File: src/rtl/lfc_bank_mem_arbiter.sv
// Round-robin arbiter that serialises per-bank cache RAM requests onto a single
// req/gnt + rvalid memory port, returning read data and a done pulse per bank.
//
// state   | meaning
// --------+------------------------------------------------------------
// IDLE    | scan pending & ~lockout from rr_ptr, latch the winning bank
// REQ     | mem_req asserted with latched we/addr/wdata until mem_gnt
// WAIT_R  | read granted, waiting for mem_rvalid to capture mem_rdata
// DONE    | one-cycle bank_complete pulse, advance rr_ptr, set lockout
module lfc_bank_mem_arbiter #(
    parameter int NUM_BANKS = 4,
    parameter int ADDR_W    = 32,
    parameter int DATA_W    = 32
) (
    input  logic                              clk,
    input  logic                              n_rst,
    input  logic [NUM_BANKS-1:0]              bank_REN,
    input  logic [NUM_BANKS-1:0]              bank_WEN,
    input  logic [NUM_BANKS-1:0][ADDR_W-1:0]  bank_addr,
    input  logic [NUM_BANKS-1:0][DATA_W-1:0]  bank_store,
    output logic [NUM_BANKS-1:0][DATA_W-1:0]  bank_data,
    output logic [NUM_BANKS-1:0]              bank_complete,
    output logic                              mem_req,
    output logic                              mem_we,
    output logic [ADDR_W-1:0]                 mem_addr,
    output logic [DATA_W-1:0]                 mem_wdata,
    input  logic                              mem_gnt,
    input  logic                              mem_rvalid,
    input  logic [DATA_W-1:0]                 mem_rdata
);

    localparam int IDX_W = (NUM_BANKS > 1) ? $clog2(NUM_BANKS) : 1;
    localparam logic [IDX_W-1:0] LAST_IDX = IDX_W'(NUM_BANKS - 1);

    typedef enum logic [1:0] {
        ST_IDLE,
        ST_REQ,
        ST_WAIT_R,
        ST_DONE
    } state_t;

    state_t                             r_state;
    state_t                             w_state_nxt;
    logic [IDX_W-1:0]                   r_rr_ptr;
    logic [NUM_BANKS-1:0]               r_lockout;
    logic [IDX_W-1:0]                   r_idx;
    logic                               r_we;
    logic [ADDR_W-1:0]                  r_addr;
    logic [DATA_W-1:0]                  r_wdata;
    logic [NUM_BANKS-1:0][DATA_W-1:0]   r_bank_data;

    logic [NUM_BANKS-1:0]               w_cand;
    logic                               w_found;
    logic [IDX_W-1:0]                   w_sel;
    logic [IDX_W-1:0]                   w_scan;
    logic [NUM_BANKS-1:0]               w_idx_onehot;

    assign w_cand       = (bank_REN | bank_WEN) & ~r_lockout;
    assign w_idx_onehot = {{(NUM_BANKS-1){1'b0}}, 1'b1} << r_idx;

    // First candidate at or after rr_ptr, wrapping at the last bank.
    always_comb begin
        w_found = 1'b0;
        w_sel   = '0;
        w_scan  = r_rr_ptr;
        for (int k = 0; k < NUM_BANKS; k++) begin
            if (!w_found && w_cand[w_scan]) begin
                w_found = 1'b1;
                w_sel   = w_scan;
            end
            w_scan = (w_scan == LAST_IDX) ? '0 : w_scan + 1'b1;
        end
    end

    always_comb begin
        w_state_nxt = r_state;
        case (r_state)
            ST_IDLE:   if (w_found)    w_state_nxt = ST_REQ;
            ST_REQ:    if (mem_gnt)    w_state_nxt = r_we ? ST_DONE : ST_WAIT_R;
            ST_WAIT_R: if (mem_rvalid) w_state_nxt = ST_DONE;
            ST_DONE:                   w_state_nxt = ST_IDLE;
            default:                   w_state_nxt = ST_IDLE;
        endcase
    end

    always_ff @(posedge clk or negedge n_rst) begin
        if (!n_rst) r_state <= ST_IDLE;
        else        r_state <= w_state_nxt;
    end

    always_ff @(posedge clk or negedge n_rst) begin
        if (!n_rst) begin
            r_rr_ptr    <= '0;
            r_lockout   <= '0;
            r_idx       <= '0;
            r_we        <= 1'b0;
            r_addr      <= '0;
            r_wdata     <= '0;
            r_bank_data <= '0;
        end else begin
            case (r_state)
                ST_IDLE: begin
                    r_lockout <= '0;
                    if (w_found) begin
                        r_idx   <= w_sel;
                        r_we    <= bank_WEN[w_sel];
                        r_addr  <= bank_addr[w_sel];
                        r_wdata <= bank_store[w_sel];
                    end
                end
                ST_WAIT_R: begin
                    if (mem_rvalid) r_bank_data[r_idx] <= mem_rdata;
                end
                ST_DONE: begin
                    r_rr_ptr  <= (r_idx == LAST_IDX) ? '0 : r_idx + 1'b1;
                    // Served bank sits out one IDLE scan so a held request is not replayed.
                    r_lockout <= w_idx_onehot;
                end
                default: ;
            endcase
        end
    end

    assign mem_req       = (r_state == ST_REQ);
    assign mem_we        = r_we;
    assign mem_addr      = r_addr;
    assign mem_wdata     = r_wdata;
    assign bank_data     = r_bank_data;
    assign bank_complete = (r_state == ST_DONE) ? w_idx_onehot : '0;

endmodule

File: config.mk
export PLATFORM = sky130hd
export DESIGN_NAME = lfc_bank_mem_arbiter
export DESIGN_NICKNAME = d
export VERILOG_FILES = /design/src/rtl/lfc_bank_mem_arbiter.sv
export SDC_FILE = /design/constraint.sdc
export NUM_CORES = 1
export LEC_CHECK = 0
export ABC_AREA = 1
export CAP_MARGIN = 20
export CORE_AREA = 2 2 195 197
export CTS_CLUSTER_DIAMETER = 150
export DETAILED_ROUTE_END_ITERATION = 8
export DIE_AREA = 0 0 197 199
export GPL_TIMING_DRIVEN = 0
export RECOVER_POWER = 25
export SETUP_SLACK_MARGIN = 0.1
export SYNTH_ARGS = -nofsm -noshare
export SYNTH_HDL_FRONTEND = slang
export SYNTH_SLANG_ARGS = --single-unit
File: constraint.sdc
create_clock -name clk -period 3 [get_ports clk]
set_clock_uncertainty 0.1 [all_clocks]
set_input_delay 0.3 -clock clk [delete_from_list [all_inputs] [get_ports clk]]
set_output_delay 0.3 -clock clk [all_outputs]
set_load 0.01 [all_outputs]
==> results_dict.tcl <==
set metrics [dict create \
    yosys_register_bits 203 \
    endpoint_kind "flop" \
    die_w_um 197 \
    totalPowerFinal_w 0.0215 \
    intPower_w 0.0116 \
    root_buffer "clkbuf_16" \
    area_growth_pct 60.5 \
    swShare_pct 46.2 \
    clk_pin_slew_ns 0.06 \
    cts-buffers-inserted 24 \
    arrival_ns 3.04 \
    final_cells 2499 \
    p_leak_nw 8.64 \
    synth_top_family_by_area "simple AND/OR/NAND/NOR gates" \
    cts_sinks 203 \
    rsz0062_at_grt "false" \
    cts_tree "done" \
    worstHoldPathType "input pin to flop" \
    vdd_drop_max_mv 0.585 \
    finish.utilization_pct 46.5 \
    power_switching_w 0.00995 \
    clk_latency_ns 0.52 \
    relSlewSlack_pct -43.5 \
    dieArea_um2 39200 \
    wirelength_um 45700 \
    num_vias 11405 \
    synthMuxAreaShare_pct 0 \
    synth-compound-area-share_pct 6.78 \
    ys_top_cells_by_area "dfrtp_1, nand2_1, nand3_1" \
    initial_utilization_pct 29.0 \
    ios 498 \
    finalSetupViolCount 0 \
    synthesis.yosys.warnings 0 \
    placed_cells 2451 \
    seq_power_share_pct 22.2 \
    num-nets-final 2315 \
    required_ns 3.31 \
    yosys.area_share.simple_pct 31.5 \
    syn_inst 1480 \
    overflow 0 \
    dr.first_iter.drc_count 575 \
    grt_pass1_wl_um 68700 \
    fin_crit_ns 2.73 \
    status "finished, violations left" \
    power_frac_clock_pct 14.9 \
    clock_path_buffers 3 \
    htreeDepth 1 \
    critPathKind "flop to flop" \
    crit_fanout 10 \
    synth_xor_area_share_pct 0 \
    yosysTopAreaCellShare_pct 47.2 \
    yosysSeqAreaShare_pct 47.2 \
    avgSynthCellArea_um2 7.27 \
    drc_errors 0 \
    ant_nets 0 \
    startpoint_type "flop" \
    antenna_found_initial 2 \
    netlist_area_um2 10800 \
    combinationalPowerShare_pct 63.0 \
    fin_crit_sh_pct 91.0 \
    gp_congestion 0.912 \
    drive_gt1_share_pct 5.73 \
    grt_pass1_vias 11739 \
    track_usage_pct 22.9 \
    drv_slew 87 \
    maxCapViolations 1 \
    dr.pass1.iters 5 \
    max_freq_mhz 366 \
    portBuffers 496 \
    failed_checks "max-capacitance violations, max-slew violations" \
    grt_max_degree 118 \
    p_per_area_nw_per_um2 1250 \
    synth_fp_nets 1789 \
    wl_per_cell_um 18.3 \
    max_slew.worst_pin.slew_ns 2.15 \
    synthDistinctLibCells 24 \
    synthAdderAreaFrac_pct 1.05 \
    dp_hpwl_um 36100 \
    synth_area_leader_cell "dfrtp_1" \
    via_per_inst 4.56 \
    rows 71 \
    die-height_um 199 \
    hold_viol_final 0 \
    core_area_um2 37100 \
]
flip-flops by register name (all words and copies together), names as in the netlist:
name / count
r_lockout: 4
mem_addr: 32
r_state: 2
r_idx: 2
mem_wdata: 32
r_rr_ptr: 2
bank_data: 128
mem_we: 1
cells in the mapped netlist:
cell type    n
a21oi_1      7
nand2_4      2
nand4_1      1
o21ai_1      1
nand2_1    484
nor2_2       1
nor2_1       3
nand2_2      8
clkbuf_1    35
clkbuf_2     1
buf_4       13
nand3_2      6
o21ai_0    136
nor2_4       4
buf_6        8
buf_2       23
o221ai_1     1
inv_2        4
or2_2        1
ha_1         9
nand3_1    226
or2_1       38
dfrtp_1    203
inv_1      265
logic make-up (layout without fill, tap and decap cells):
family                     count (synthesis)  after routing
DFF                                      203            203
AOI/OAI and AO/OA                        145            145
adders and majority gates                  9              9
buffers and inverters                    349            892
other                                      0              2
and+or+nand+nor                          774            774
worst paths after layout:
| kind | end | slack, ns | depth (start not counted) | startpoint |
|---|---|---|---|---|
| setup / recovery | mem_addr[4] | 0.27 | 15 | r_rr_ptr[0] |
| hold / removal | r_state[0] | 0.29 | 3 | mem_rvalid |
| setup reg to reg | mem_addr[4] | 0.27 | 15 | r_rr_ptr[0] |
| hold reg to reg | bank_data[64] | 0.38 | 2 | bank_data[64] |
| max in group asynchronous | r_rr_ptr[0] | 0.52 | 2 | n_rst |
| min in group asynchronous | bank_data[40] | 0.84 | 2 | n_rst |
what timing repair did:
action,4_1_cts,5_1_grt
pin swaps,1,0
hold buffers,1,0
endpoints found under the hold margin,86,0
setup endpoints to repair,1,55
resized for setup,3,4
buffers inserted,2,0
critical path: stages, from the launching register on:
cell and delay, ns:
dfrtp_2 0.46, ha_2 0.34, inv_1 0.16, nand3_1 0.10, nand2_1 0.13, nand2_2 0.11, nor2_2 0.12, nand2_1 0.07
nand2_2 0.14, buf_4 0.20, buf_2 0.23, nand3_1 0.09, nand3_1 0.13, nand2_1 0.10, nand2_1 0.07, nand2_1 0.06
stage by stage:
step	setup WS [ns]	hold slack, ns	cell area (µm²)	setup TNS, ns
after CTS	0.137	0.258	17300	0
final	0.270	0.291	17300	0
after global placement	-7.49	0.364	16300	-1515.95
after floorplan	0.717	-0.0956	10800	0
after global routing	0.0763	0.307	17300	0
after detailed placement	-0.228	0.266	16400	-0.228
placed cells by master (no fill, tap or decap), types with 2 or more instances in the layout:
| cell | count |
|---|---|
| clkbuf_8 | 8 |
| diode_2 | 2 |
| ha_1 | 8 |
| bufinv_16 | 4 |
| o21ai_0 | 136 |
| or2_1 | 38 |
| a21oi_1 | 7 |
| nor2_1 | 3 |
| buf_2 | 22 |
| buf_6 | 9 |
| nand2_1 | 484 |
| nand2_2 | 8 |
| nand3_2 | 7 |
| buf_4 | 16 |
| nand3_1 | 225 |
| inv_1 | 265 |
| clkdlybuf4s50_1 | 495 |
| nor2_4 | 4 |
| clkbuf_16 | 24 |
| inv_2 | 4 |
| dfrtp_1 | 202 |
| clkbuf_1 | 40 |
routing by layer:
metal  track usage (%)  vias to the layer above  share of wire, %  wire length, µm
li1                  -                     5583                 -                -
met1              28.3                     5385                41            18900
met2              40.5                      373                50            22800
met3              4.39                       64               6.0             2740
met4              6.88                        0               2.7             1240
met5                 0                        -                 0                0
power groups by stage:
stage	registers, W	logic (W)	clock network (W)
floorplan	0.00525	0.00702	0
global placement	0.00476	0.0134	0
detailed placement	0.00478	0.0135	0
CTS	0.00477	0.0136	0.00331
global route	0.00492	0.0150	0.00341
finish	0.00477	0.0136	0.00320
layout make-up:
type	count	area, µm²
Sequential cell	203	5080
Inverter	269	1010
Multi-Input combinational cell	928	4250
Tap cell	474	593
Clock buffer	37	729
Buffer	80	448
Fill cell	3780	19900
Timing Repair Buffer	500	5010
Clock inverter	6	141
Antenna cell	2	5.00
No activity file was read; power rests on OpenSTA's default activity.
